$ cat src/rtl/alu_mul_seq.sv
// Sequential 8x8 unsigned shift-and-add multiplier.
// Borrows the shared ALU for its adds (kADD) and carry detection (kLT).
package definitions;
    localparam logic [2:0] kADD = 3'b000;
    localparam logic [2:0] kLT  = 3'b011;
endpackage

module alu_mul_seq
    import definitions::*;
(
    input  logic        CLK,
    input  logic        Reset,
    input  logic        Start,
    input  logic [7:0]  OpA,
    input  logic [7:0]  OpB,
    output logic        Ready,
    output logic        Done,
    output logic [15:0] Product,
    output logic [7:0]  AluA,
    output logic [7:0]  AluB,
    output logic [2:0]  AluOp,
    input  logic [7:0]  AluOut,
    input  logic        AluZero
);

    typedef enum logic [2:0] {
        S_IDLE,
        S_ADD,
        S_CARRY,
        S_SHIFT,
        S_DONE
    } state_t;

    state_t     state;
    state_t     state_n;
    logic [7:0] m;
    logic [7:0] ph;
    logic [7:0] pl;
    logic [7:0] s;
    logic       c;
    logic [2:0] cnt;
    logic [7:0] ph_sh;
    logic [7:0] pl_sh;
    logic       unused_zero;

    assign unused_zero = AluZero;

    // {C,PH,PL} shifted right by one
    assign ph_sh = {c, ph[7:1]};
    assign pl_sh = {ph[0], pl[7:1]};

    assign Ready = (state == S_IDLE);
    assign Done  = (state == S_DONE);

    always_ff @(posedge CLK or negedge Reset) begin
        if (!Reset) begin
            state <= S_IDLE;
        end else begin
            state <= state_n;
        end
    end

    always_comb begin
        state_n = state;
        AluA    = 8'h00;
        AluB    = 8'h00;
        AluOp   = kADD;
        unique case (state)
            S_IDLE: begin
                if (Start) begin
                    state_n = OpB[0] ? S_ADD : S_SHIFT;
                end
            end
            S_ADD: begin
                AluA    = ph;
                AluB    = m;
                state_n = S_CARRY;
            end
            S_CARRY: begin
                // sum wrapped iff it ended up below the addend
                AluA    = s;
                AluB    = m;
                AluOp   = kLT;
                state_n = S_SHIFT;
            end
            S_SHIFT: begin
                if (cnt == 3'd7) begin
                    state_n = S_DONE;
                end else begin
                    state_n = pl_sh[0] ? S_ADD : S_SHIFT;
                end
            end
            S_DONE: begin
                state_n = S_IDLE;
            end
            default: begin
                state_n = S_IDLE;
            end
        endcase
    end

    always_ff @(posedge CLK or negedge Reset) begin
        if (!Reset) begin
            m       <= 8'h00;
            ph      <= 8'h00;
            pl      <= 8'h00;
            s       <= 8'h00;
            c       <= 1'b0;
            cnt     <= 3'd0;
            Product <= 16'h0000;
        end else begin
            unique case (state)
                S_IDLE: begin
                    if (Start) begin
                        m   <= OpA;
                        ph  <= 8'h00;
                        pl  <= OpB;
                        cnt <= 3'd0;
                        c   <= 1'b0;
                    end
                end
                S_ADD: begin
                    s <= AluOut;
                end
                S_CARRY: begin
                    c  <= AluOut[0];
                    ph <= s;
                end
                S_SHIFT: begin
                    ph <= ph_sh;
                    pl <= pl_sh;
                    c  <= 1'b0;
                    if (cnt == 3'd7) begin
                        Product <= {ph_sh, pl_sh};
                    end else begin
                        cnt <= cnt + 3'd1;
                    end
                end
                default: begin
                end
            endcase
        end
    end

endmodule
$ cat config.mk
export PLATFORM = sky130hd
export DESIGN_NAME = alu_mul_seq
export DESIGN_NICKNAME = d
export VERILOG_FILES = /design/src/rtl/alu_mul_seq.sv
export SDC_FILE = /design/constraint.sdc
export NUM_CORES = 1
export LEC_CHECK = 0
export BUFFER_PORTS_ARGS = -buffer_cell sky130_fd_sc_hd__buf_2
export CORE_MARGIN = 5
export CORE_UTILIZATION = 46
export DETAILED_ROUTE_END_ITERATION = 8
export PLACE_DENSITY = 0.71
export SYNTH_ARGS = -nofsm -noshare
export SYNTH_HDL_FRONTEND = slang
export SYNTH_SLANG_ARGS = --single-unit
$ cat constraint.sdc
create_clock -name CLK -period 4.8 [get_ports CLK]
set_input_delay 0.72 -clock CLK [delete_from_list [all_inputs] [get_ports CLK]]
set_output_delay 0.72 -clock CLK [all_outputs]
set_load 0.01 [all_outputs]
==> results.md <==
- Result of the run: completed
- Final-layout setup total negative slack: 0 ns
- Sequence of cells on the critical path: nor3b_2, a22o_1, buf_2
- Seq. cell area: 0.00135 mm^2
- Post-CTS Setup Bufs: 0
- Worst rel slew slack: 23.3%
- Setup repair after global routing missed its margin: false
- Final count of pins violating max slew: 0
- Post-CTS sizing: 0
- Detailed-placement wirelength estimate: about 3100 um
- Sequential power share: 44.2%
- Core area: around 0.0051 mm^2
- Clock transition time at the flip-flop clock pins of the worst setup and hold paths: 0.09 ns
- Remaining routing DRC violations: 0
- Synthesized flop and latch total: 54
- # setup viols final: 0
- Critical Setup Path Class: reg -> out
- Number of nets with antenna violations after detailed routing: 0
- Total overflow reported by the global router: 0
- Initial antenna violation count: 0
- Largest net degree at the start of global routing: 55
- Depth of the critical timing path with buffers and inverters included: 3
- Routed length per instance: between 10 and 15 um
- Total via count after detailed routing: around 1.7k
- Biggest cell delay along the critical path: 0.99 ns
- Count of boundary I/O pins: between 60 and 70
- Reported net switching power: 645 uW
- Mean Syn Cell Area: 12.6 um^2
- TritonRoute pass-1 iters: 4
- Cells on Worst Hold Path: 1
- Worst Skew: between 0.007 and 0.008 ns
- Clock share of power: between 15 and 20%
- Worst Reg2Reg Path Length in Cells: 3
- Starting Density: between 40% and 50%
- Share of power burned in combinational logic: approximately 40%
- Horizontal die dimension: about 83 um
- Layout overhead on the synthesized area: 18.1%
- Leakage power summed over all cells: about 0.0014 uW
- Net count reported at finish: between 200 and 300
- Min setup slack post-route: around 1.7 ns
- Classification of the worst-slack hold path: reg -> reg
- Power density normalized to cell area: between 600 and 700 mW/mm^2
- Net Count, Synth: 222
- Clock root buffer: clkbuf_8
- Warnings from Yosys: 0
- Type of element capturing the critical path: output pin
- Wire length of the first global-routing pass: between 7000 and 8000 um
- Die Span Y: between 80 and 90 um
- Timing startpoint of the critical path: state[1]
- Cts hold-fix bufs: 0
- Distinct cell type count after synthesis: 35
- H-Tree Level Count: 2
- Cell family contributing the most delay on the critical path: simple AND/OR/NAND/NOR gates
- Gate Count Post-Synth: between 150 and 200
- Count of antenna diodes in the layout: 0
- Maximum VDD drop: roughly 0.00028 V
- Final-report hold violation count: 0
- Worst setup slack before clock tree synthesis: ~2.1 ns
- Max Fanout on Critical Path: 19
- Overall global routing resource usage: about 15%
- Commonest cells after routing, fill and taps aside: buf_2, dfrtp_1, mux2_2
- Register area share after synthesis: between 50% and 60%
- Placed Cells incl. Taps: 314
- Global-route layer with the greatest usage: met2
- Met2 GRT Util: between 20% and 30%
- CTS tree: built
- Cell internal pwr: around 1200 uW
- Port bufs: a little over 60
- CTS sink cnt: 54
- Beginning of the worst register-to-register path: state[1]
- Launching element type of the critical path: flop
- Max capacitance violation total: 0
- Min-Delay Startpoint: m[6]
- Clock buffers created by TritonCTS: 5
- Count of buffer and inverter cells on the critical path: 1
- Slowest CP cell: nor3b_2
- Placer's final routability congestion estimate: slightly above 0.7
- DR iter-0 viols: 67
- Final critical-path required period: roughly 3.1 ns
- Final cell count without fillers: around 320
- Worst EP required: 4.08 ns
- Total routed wirelength: 4590 um
- Final-layout fill cell count: between 400 and 500
- Bufs on Longest Clock Path: 2
- Share of the clock period used by the worst path: ~64%
- Commonest non-fill, non-tap cell in the layout: buf_2
- Measured slew at the worst slew-check pin: 1.14 ns
- Data arrival time of the worst path: ~2.4 ns
- Global-route met1 utilization: 18.7%
- Cell area after technology mapping: between 0.002 and 0.0025 mm^2
- Later-pin clock latency in the skew report: around 0.30 ns
- Die area: between 0.006 and 0.007 mm^2
- Net switching share of the total power: 35.2%
- Maximum frequency from static timing analysis: between 0.3 and 0.4 GHz
- Total area of multi-input combinational cells: 952 um^2
- Number of standard-cell rows in the floorplan: 26
- Met3 usage: between 3 and 4%
- Vias in the first global route: roughly 1.7k
- Share of post-route cells with drive strength above 1: about 43%
- Vias/cell: approximately 5
==> metal layers <==
layer  up-vias  share of wire [%]
met1       808                 45
li1        783                  -
met4         0                1.2
met3         7                8.0
met2        53                 46
met5         -                  0
==> worst paths after layout <==
check	end	slack (ns)
setup / recovery	AluA[1]	1.73
hold / removal	m[6]	0.49
setup reg to reg	Product[8]	2.38
hold reg to reg	m[6]	0.49
max in group asynchronous	s[3]	3.82
min in group asynchronous	m[0]	0.51
==> synth_stat cells (all sizes together) <==
| cell type | number | area share (%) |
|---|---|---|
| o31ai | 1 | 0.31 |
| o21ai | 18 | 3.7 |
| a21oi | 1 | 0.21 |
| conb | 1 | 0.15 |
| a21boi | 1 | 0.31 |
| buf | 10 | 3.0 |
| a22o | 8 | 2.9 |
| nor2b | 1 | 0.26 |
| and4bb | 1 | 0.52 |
| nor2 | 3 | 0.57 |
| mux2i | 7 | 2.9 |
| dfrtp | 54 | 56 |
| o211ai | 1 | 0.31 |
| and3b | 1 | 0.36 |
| nor3b | 3 | 1.6 |
| nand2 | 11 | 1.8 |
| mux2 | 33 | 15 |
| and2 | 8 | 2.1 |
| a22oi | 8 | 2.5 |
| nand2b | 3 | 0.77 |
| xnor2 | 1 | 0.36 |
| ha | 2 | 1.0 |
| inv | 11 | 1.7 |
| clkbuf | 2 | 0.31 |
| nor4b | 1 | 0.98 |
| nor3 | 1 | 0.21 |
==> registers in the layout (all words and copies together) (netlist names) <==
name	flops
cnt	3
pl	7
ph	8
state	3
c	1
Product	16
m	8
s	8
==> area by class of cell <==
class | instances | area share (%)
clock inverters | 1 | 1.05
flip-flops and latches | 54 | 47.2
clock buffers | 7 | 2.66
multi-input cells | 115 | 33.2
repair buffers | 64 | 11.4
well taps | 70 | 3.06
inverters | 11 | 1.44
==> per-stage QoR <==
step	hold WS [ns]	util (%)	area [um^2]	power, uW
after floorplan	0.424	-	2420	1330
after global placement	0.459	54.0	2760	1540
after detailed placement	0.473	54.0	2760	1570
after CTS	0.494	56.1	2860	1870
after global routing	0.513	56.1	2860	1990
final	0.491	56.1	2860	1830
==> power by group through the flow <==
stage	Clock [uW]	Sequential (uW)	Combinational, uW
final	296	811	727
after global routing	325	847	817
after CTS	305	816	746
after detailed placement	0	824	743
after global placement	0	816	725
after floorplan	0	805	522
==> logic make-up after synthesis <==
family / count (synthesis) / synth area share [%]
AOI/OAI and AO/OA: 38 / 10.2
xor gates and xnor gates: 1 / 0.361
buffers and inverters: 23 / 5.01
adders and majority gates: 2 / 1.03
DFF: 54 / 55.7
muxes: 40 / 18.4
and+or+nand+nor: 33 / 9.13
other: 1 / 0.155
(Power assumes the default switching activity.)
